==> src/rtl/mem_ctrl_if.sv <==
// Bus between the LC-3b datapath, the memory-access controller and mem16.
// The slave side is the controller; the master side is the datapath plus memory.
interface mem_ctrl_if;
    logic        req_valid;
    logic        req_we;
    logic        req_word;
    logic [15:0] req_addr;
    logic [15:0] req_wdata;
    logic        rdy;
    logic [15:0] rdata;
    logic [15:0] mem_addr;
    logic        mem_write;
    logic [15:0] mem_in;
    logic [15:0] mem_out;

    modport master (
        output req_valid, req_we, req_word, req_addr, req_wdata, mem_out,
        input  rdy, rdata, mem_addr, mem_write, mem_in
    );

    modport slave (
        input  req_valid, req_we, req_word, req_addr, req_wdata, mem_out,
        output rdy, rdata, mem_addr, mem_write, mem_in
    );
endinterface

==> src/rtl/mem_ctrl.sv <==
// LC-3b memory-access controller: latches one request, waits a fixed latency,
// returns rdy; byte stores go through a read-modify-write of the whole word.
module mem_ctrl #(
    parameter int LATENCY = 5
) (
    input  logic      clk,
    input  logic      reset,
    mem_ctrl_if.slave bus
);

    localparam int CW = $clog2(LATENCY + 2);

    typedef enum logic [1:0] {IDLE, WAIT, RMW_WR, DONE} state_t;

    state_t        state;
    state_t        nextState;
    logic [CW-1:0] counter;
    logic [15:0]   addrQ;
    logic [15:0]   wdataQ;
    logic [15:0]   mergeQ;
    logic [15:0]   rdataQ;
    logic          weQ;
    logic          wordQ;

    logic          capture;
    logic          lastCycle;
    logic          byteWrite;
    logic          loadRead;
    logic [15:0]   curAddr;
    logic          curWord;
    logic [7:0]    laneByte;

    assign capture   = (state == IDLE) && bus.req_valid;
    assign byteWrite = weQ && !wordQ;

    // In IDLE the request lines are live; afterwards only the latched copy counts.
    assign curAddr  = (state == IDLE) ? bus.req_addr : addrQ;
    assign curWord  = (state == IDLE) ? bus.req_word : wordQ;
    assign laneByte = curAddr[0] ? bus.mem_out[15:8] : bus.mem_out[7:0];

    always_comb begin
        nextState = state;
        lastCycle = 1'b0;
        case (state)
            IDLE: begin
                if (bus.req_valid) begin
                    if ((LATENCY == 1) && !(bus.req_we && !bus.req_word))
                        nextState = DONE;
                    else
                        nextState = WAIT;
                end
            end
            WAIT: begin
                // A byte store spends one extra cycle so the merge read sees full latency.
                lastCycle = byteWrite ? (counter == CW'(LATENCY))
                                      : (counter == CW'(LATENCY - 1));
                if (lastCycle)
                    nextState = byteWrite ? RMW_WR : DONE;
            end
            RMW_WR:  nextState = IDLE;
            DONE:    nextState = IDLE;
            default: nextState = IDLE;
        endcase
    end

    assign loadRead = ((state == WAIT) && lastCycle && !weQ)
                   || (capture && (LATENCY == 1) && !bus.req_we);

    always_ff @(posedge clk) begin
        if (reset) begin
            state   <= IDLE;
            counter <= '0;
            addrQ   <= '0;
            wdataQ  <= '0;
            mergeQ  <= '0;
            rdataQ  <= '0;
            weQ     <= 1'b0;
            wordQ   <= 1'b0;
        end else begin
            state <= nextState;
            if (capture) begin
                addrQ   <= bus.req_addr;
                wdataQ  <= bus.req_wdata;
                weQ     <= bus.req_we;
                wordQ   <= bus.req_word;
                counter <= CW'(1);
            end else if (state == WAIT) begin
                counter <= counter + 1'b1;
            end
            if (loadRead)
                rdataQ <= curWord ? bus.mem_out : {8'h00, laneByte};
            if ((state == WAIT) && lastCycle && byteWrite)
                mergeQ <= addrQ[0] ? {wdataQ[7:0], bus.mem_out[7:0]}
                                   : {bus.mem_out[15:8], wdataQ[7:0]};
        end
    end

    // With single-cycle latency the read completes on the capture edge,
    // so the request address must already reach mem16 while still in IDLE.
    always_comb begin
        bus.mem_addr = 16'h0000;
        if (state != IDLE)
            bus.mem_addr = {addrQ[15:1], 1'b0};
        else if ((LATENCY == 1) && bus.req_valid && !reset)
            bus.mem_addr = {bus.req_addr[15:1], 1'b0};
    end

    always_comb begin
        bus.mem_in    = 16'h0000;
        bus.mem_write = 1'b0;
        if (state == RMW_WR) begin
            bus.mem_in    = mergeQ;
            bus.mem_write = !reset;
        end else if ((state == DONE) && weQ && wordQ) begin
            bus.mem_in    = wdataQ;
            bus.mem_write = !reset;
        end
    end

    assign bus.rdy   = (state == DONE) || (state == RMW_WR);
    assign bus.rdata = rdataQ;

endmodule
==> src/flat_wrapper.sv <==
// flat-port wrapper written by rule: the top's interface ports become plain ports
module mem_ctrl_flat 
#(
    parameter int LATENCY = 5
)
  (clk, reset, bus_req_valid, bus_req_we, bus_req_word, bus_req_addr, bus_req_wdata, bus_mem_out, bus_rdy, bus_rdata, bus_mem_addr, bus_mem_write, bus_mem_in);
  mem_ctrl_if bus_i ();
  input  logic clk;
  input  logic reset;
  input wire logic [$bits(bus_i.req_valid)-1:0] bus_req_valid;
  input wire logic [$bits(bus_i.req_we)-1:0] bus_req_we;
  input wire logic [$bits(bus_i.req_word)-1:0] bus_req_word;
  input wire logic [$bits(bus_i.req_addr)-1:0] bus_req_addr;
  input wire logic [$bits(bus_i.req_wdata)-1:0] bus_req_wdata;
  input wire logic [$bits(bus_i.mem_out)-1:0] bus_mem_out;
  output wire logic [$bits(bus_i.rdy)-1:0] bus_rdy;
  output wire logic [$bits(bus_i.rdata)-1:0] bus_rdata;
  output wire logic [$bits(bus_i.mem_addr)-1:0] bus_mem_addr;
  output wire logic [$bits(bus_i.mem_write)-1:0] bus_mem_write;
  output wire logic [$bits(bus_i.mem_in)-1:0] bus_mem_in;
  assign bus_i.req_valid = bus_req_valid;
  assign bus_i.req_we = bus_req_we;
  assign bus_i.req_word = bus_req_word;
  assign bus_i.req_addr = bus_req_addr;
  assign bus_i.req_wdata = bus_req_wdata;
  assign bus_i.mem_out = bus_mem_out;
  assign bus_rdy = bus_i.rdy;
  assign bus_rdata = bus_i.rdata;
  assign bus_mem_addr = bus_i.mem_addr;
  assign bus_mem_write = bus_i.mem_write;
  assign bus_mem_in = bus_i.mem_in;
  mem_ctrl #(.LATENCY(LATENCY)) u_core (.clk(clk), .reset(reset), .bus(bus_i));
endmodule
==> config.mk <==
export PLATFORM = sky130hd
export DESIGN_NAME = mem_ctrl_flat
export DESIGN_NICKNAME = d
export VERILOG_FILES = /design/src/rtl/mem_ctrl_if.sv /design/src/rtl/mem_ctrl.sv /design/src/flat_wrapper.sv
export SDC_FILE = /design/constraint.sdc
export NUM_CORES = 1
export LEC_CHECK = 0
export ABC_AREA = 0
export BUFFER_PORTS_ARGS = -buffer_cell sky130_fd_sc_hd__buf_4
export CAP_MARGIN = 10
export CORE_AREA = 2 2 83 85
export DETAILED_ROUTE_END_ITERATION = 8
export DIE_AREA = 0 0 85 87
export GPL_ROUTABILITY_DRIVEN = 0
export PLACE_DENSITY = 0.81
export SETUP_SLACK_MARGIN = 0.2
export SLEW_MARGIN = 5
export SYNTH_ARGS = -nofsm -noshare
export SYNTH_HDL_FRONTEND = slang
export SYNTH_SLANG_ARGS = --single-unit
==> constraint.sdc <==
create_clock -name clk -period 1.9 [get_ports clk]
set_clock_uncertainty 0.1 [all_clocks]
set_input_delay 0.19 -clock clk [delete_from_list [all_inputs] [get_ports clk]]
set_output_delay 0.19 -clock clk [all_outputs]
set_load 0.1 [all_outputs]
==> flow_summary.yaml, run 1 <==
global_route:
  grt_pass1_wl_mm: 15.7
  grt_max_degree: 39
  first_global_vias: 3157
  antenna_found_initial: 0
  grt-ovfl-total: 0
  grt_usage: 0.270
synthesis:
  syn-num-nets: 420
  yosysWarnings: 0
  yosysUniqueCellTypes: 32
  yosysTopAreaCellShare: 0.450
  synthCells: 366
  yosysTopAreaCell: "dfxtp_1"
  synthTopCellsByArea: "dfxtp_1 45%, nand2_1 8.3%, mux2i_1 7.6%"
  syn-cell-area_um2: 3160
  yosys_register_bits: 71
  syn_avg_cell_area_um2: 8.63
  seq_area_frac_synth: 0.450
finish:
  drive_above_1_share: 0.396
  fin_util: 0.796
  diodes: 0
  postLayoutCellArea_um2: 5230
  areaGrowthSynthToFinish_pct: 65.5
  fin_cells: 578
  final_nets: 547
timing:
  post-route-period-util: 0.967
  min_period_ns: 1.84
  tns_ns: 0
  hold_viol_final: 1
  fmax_ghz: 0.544
  rsz0062_at_grt: "yes"
  finalSetupViolCount: 0
  fin_ws_ns: 0.0632
  hold-worst-slack_ns: -0.000808
  slew_violations: 0
detailed_routing:
  antenna_left: 0
  via_per_inst: 5.83
  num_vias: 3367
  wl_mm: 11.6
  drc: 0
  drt_iter0_drc: 351
  first_pass_iters: 6
  wl_per_cell_um: 20.0
floorplanning:
  die-area_um2: 7400
  die_y_um: 87
  die_x_um: 85
  start_util: 0.481
  coreArea_um2: 6570
  placement_rows: 30
  ios: 103
worst_setup_path:
  crit_arrival_ns: 1.55
  cp-startpoint: "u_core.state[0]"
  slowest_delay_ns: 0.37
  reg2reg_from: "u_core.state[0]"
  cpMaxStageDelayCell: "dfxtp_4"
  critPathBufInv: 2
  worstPathCellList: "and4_4, buf_12, a22o_2, buf_8"
  cp.required_ns: 1.61
  cp-end-kind: "primary output"
  cp_top_family: "flip-flops"
  crit_path_max_fanout: 9
  cp-start-kind: "flip-flop"
  crit_type: "flip-flop to primary output"
power_and_ir_drop:
  p_leak_nw: 2.15
  peakVddDrop_mv: 0.535
  fin_total_pwr_mw: 3.58
  powerDensity_nw_per_um2: 684
hold_path:
  hp-class: "input pin to flip-flop"
  hold_start: "bus_req_wdata[12]"
clocking:
  clockBufferDepth: 2
  htreeDepth: 3
  cts.clk_slew.worst_paths_ns: 0.08
  clock-sinks: 71
  cts_tree: "yes"
  cts_buffers: 9
  cts_root_buf: "clkbuf_8"
  worstSkewPairLatency_ns: 0.35
outcome:
  status: "finished with violations"
  violations: "negative hold slack"
placement:
  io_buffers: 101
  dp.cells: 527
  pre_cts_slack_ns: 0.165
  dp_hpwl_mm: 5.77
  place_area_um2: 4110
flow_run:
  cap_violations: 0
-- Yosys cell counts --
library cell,count
dfxtp_1,71
nand2_1,70
a21oi_1,35
nor2_1,31
mux2i_1,24
clkbuf_1,22
a211oi_1,18
a22o_1,16
and2_1,16
inv_1,9
nand2b_1,9
a211oi_2,8
o32ai_1,8
buf_2,5
nor2b_1,3
a22oi_1,2
buf_1,2
buf_4,2
mux2_2,2
a21o_1,1
a31oi_4,1
and4_1,1
buf_6,1
conb_1,1
ha_1,1
nand3b_1,1
nand4bb_1,1
nor3_2,1
nor4b_1,1
o21ai_0,1
o21bai_1,1
or2_1,1
-- path summary, 6_finish.rpt --
path,to,slack [ns],depth (start not counted)
worst min register to register,u_core.addrQ[2],0.36,2
worst max-delay path,bus_mem_in[4],0.06,4
worst min-delay path,u_core.wdataQ[12],-0.0008,3
worst max register to register,u_core.bus.rdata[0],0.13,6
-- area by class of cell --
cell class	count	area, um2
Multi-Input combinational cell	254	1760
Timing Repair Buffer	148	1680
Sequential cell	71	1430
Fill cell	351	1340
Clock buffer	11	151
Tap cell	80	100
Clock inverter	5	80.1
Inverter	9	33.8
-- report_power, final --
| part | leakage (nW) | switching (mW) | internal [mW] |
|---|---|---|---|
| clock network | 0.112 | 0.601 | 0.809 |
| logic | 1.46 | 0.314 | 0.268 |
| registers | 0.580 | 0.0520 | 1.54 |
-- placed cells by master, fill, tap and decap left out, types with 2 or more instances in the layout --
master,count
a211oi_1,18
a211oi_2,8
a21oi_1,35
a22o_2,7
a22o_4,9
a22oi_1,2
and2_4,15
buf_12,31
buf_4,80
buf_6,3
buf_8,7
bufinv_16,2
clkbuf_16,2
clkbuf_8,11
clkinvlp_4,2
dfxtp_1,67
dfxtp_2,2
dfxtp_4,2
dlygate4sd3_1,24
inv_1,9
mux2_2,2
mux2i_1,24
nand2_1,68
nand2_2,2
nand2b_1,9
nor2_1,28
nor2_2,2
nor2b_1,2
o32ai_1,8
-- registers in the layout, summed over array words and instances, names as in the netlist --
register          cells
u_core.wdataQ        16
u_core.addrQ         16
u_core.weQ            1
u_core.mergeQ        16
u_core.wordQ          1
u_core.counter        3
u_core.state          2
u_core.bus.rdata     16
-- what timing repair did --
action,4_1_cts,5_1_grt
gates cloned,1,3
hold endpoints to repair,24,0
endpoints found under the setup margin,38,81
hold buffers,24,0
setup buffers,4,3
gates resized for setup,104,29
pin swaps,12,15
-- kinds of logic after synthesis --
| group | Yosys count | synth area share |
|---|---|---|
| other cells | 1 | 0.00119 |
| compound gates | 91 | 0.214 |
| fa+ha+maj | 1 | 0.00396 |
| simple gates | 135 | 0.192 |
| flops | 71 | 0.450 |
| buf+inv | 41 | 0.0554 |
| mux | 26 | 0.0832 |
-- tightest hold or removal path, delay by kind of cell --
family,cells,cell delay (ns)
simple gates,1,0.05
buf+inv,1,0.11
compound gates,1,0.06
-- per-layer routing --
layer	part of all wire	global-route usage
met1	0.39	0.338
met2	0.48	0.439
met3	0.075	0.0607
met4	0.049	0.134
met5	0	0
Note: power is estimated with default switching activity, not from simulation.
==> run 2: changes to the inputs <==
- RECOVER_POWER: unset -> 25
==> run 2 against run 1 <==
Effect of this change:
- the run still ends with negative hold slack left
- clock power hardly changed
- sequential share of layout area grew 0.31 points
- global-route usage unchanged
- worst hold slack about the same
- critical path depth did not move
- register-to-register slack worse by 0.06 ns
- flip-flop and latch count unchanged
- worst setup slack got worse by 0.0057 ns
- largest cell class unchanged
==> flow_summary.yaml, run 2 (synthesis results as in run 1) <==
power_and_ir_drop:
  p_leak_nw: 2.13
  power_switching_share: 0.271
  powerDensity_nw_per_um2: 691
  p_sw_mw: 0.966
  peakVddDrop_mv: 0.540
  intPower_mw: 2.61
  combPwrFrac: 0.160
  seqPwrFrac: 0.444
  clockPowerShare: 0.396
finish:
  final_nets: 547
  areaGrowthSynthToFinish_pct: 63.6
  drive_above_1_share: 0.390
  layout_common_cells: "69 x nand2_1, 68 x dfxtp_1, 62 x buf_4"
  postLayoutCellArea_um2: 5170
  fin_cells: 578
  diodes: 0
  final_common_cell: "nand2_1"
clocking:
  clock-sinks: 71
  cts_buffers: 9
  clockBufferDepth: 2
  worstSkewPairLatency_ns: 0.35
  htreeDepth: 3
  cts_tree: "yes"
  cts.clk_slew.worst_paths_ns: 0.08
  cts_root_buf: "clkbuf_8"
timing:
  rsz0062_at_grt: "yes"
  fmax_ghz: 0.543
  finalSetupViolCount: 0
  tns_ns: 0
  slew_violations: 0
  relSlewSlack: 0.623
  hold-worst-slack_ns: -0.000994
  hold_viol_final: 2
  post-route-period-util: 0.970
  tightest_slew_ns: 0.569
  min_period_ns: 1.84
worst_setup_path:
  critPathBufInv: 2
  crit_path_max_fanout: 8
  slowest_delay_ns: 0.38
  worstPathCellList: "and4_4, clkbuf_16, a22o_4, buf_12"
  cp-start-kind: "flip-flop"
  cp_top_family: "flip-flops"
  crit_type: "flip-flop to primary output"
  cpMaxStageDelayCell: "dfxtp_4"
  cp-end-kind: "primary output"
  cp.required_ns: 1.61
  crit_arrival_ns: 1.55
flow_run:
  cap_violations: 0
detailed_routing:
  antenna_left: 0
  via_per_inst: 5.81
  wl_per_cell_um: 19.9
  num_vias: 3357
  drt_iter0_drc: 338
  drc: 0
  wl_mm: 11.5
  first_pass_iters: 5
floorplanning:
  die_y_um: 87
  start_util: 0.481
  placement_rows: 30
  die-area_um2: 7400
  die_x_um: 85
  coreArea_um2: 6570
  ios: 103
placement:
  dp_hpwl_mm: 5.77
  place_area_um2: 4110
  io_buffers: 101
  dp.cells: 527
global_route:
  grt_max_degree: 39
  first_global_vias: 3157
  antenna_found_initial: 0
  grt_usage: 0.270
  grt-ovfl-total: 0
  grt_pass1_wl_mm: 15.7
outcome:
  violations: "negative hold slack"
  status: "finished with violations"
hold_path:
  hp-class: "input pin to flip-flop"
run 2: changes by cell type in the layout (fill, tap and decap cells not counted), sizes merged:
cell and delta:
buf -19, clkbuf +19
run 2: metrics by stage:
step | setup WS [ns] | utilization | total power, mW
floorplan | -0.0224 | - | 1.87
global placement | 0.264 | 0.625 | 2.04
detailed placement | 0.165 | 0.625 | 2.05
CTS | 0.0854 | 0.762 | 3.51
global route | -0.0149 | 0.787 | 3.67
finish | 0.0576 | 0.787 | 3.57
run 2: area by class of cell:
class                      instances  area (um2)
clock buffer                      11         151
clock inverter                     5        80.1
fill                             366        1400
inverter                           9        33.8
multi-input combinational        254        1750
sequential                        71        1430
tap                               80         100
timing repair buffer             148        1620
run 2: worst paths after layout:
path | slack (ns) | depth (start not counted) | endpoint | from
min | -0.001 | 3 | u_core.wdataQ[4] | bus_req_wdata[4]
min reg2reg | 0.36 | 2 | u_core.addrQ[2] | u_core.addrQ[2]
max reg2reg | 0.07 | 6 | u_core.mergeQ[7] | u_core.weQ
max | 0.06 | 4 | bus_mem_in[15] | u_core.state[0]
run 2: worst min-delay path, delay by kind of cell:
| family | cells | cell delay (ns) |
|---|---|---|
| buffers and inverters | 1 | 0.11 |
| AOI/OAI and AO/OA | 1 | 0.05 |
| and+or+nand+nor | 1 | 0.06 |
run 2: power groups by stage:
stage	logic (mW)	registers [mW]	clock network (mW)
floorplan	0.275	1.60	0
global placement	0.428	1.61	0
detailed placement	0.437	1.61	0
CTS	0.533	1.58	1.40
global route	0.598	1.59	1.48
finish	0.572	1.59	1.41
run 2: what timing repair did:
| action | CTS | global route |
|---|---|---|
| gates cloned | 1 | 3 |
| setup buffers | 4 | 3 |
| pin swaps | 12 | 15 |
| endpoints found under the hold margin | 24 | 0 |
| hold buffers | 24 | 0 |
| endpoints found under the setup margin | 38 | 81 |
| resized for setup | 104 | 29 |
run 2: layer usage:
metal	vias up	global-route usage	routed length (um)
met3	50	0.0607	856
met4	0	0.134	554
met5	-	0	0
li1	1516	-	-
met1	1579	0.338	4540
met2	212	0.439	5540
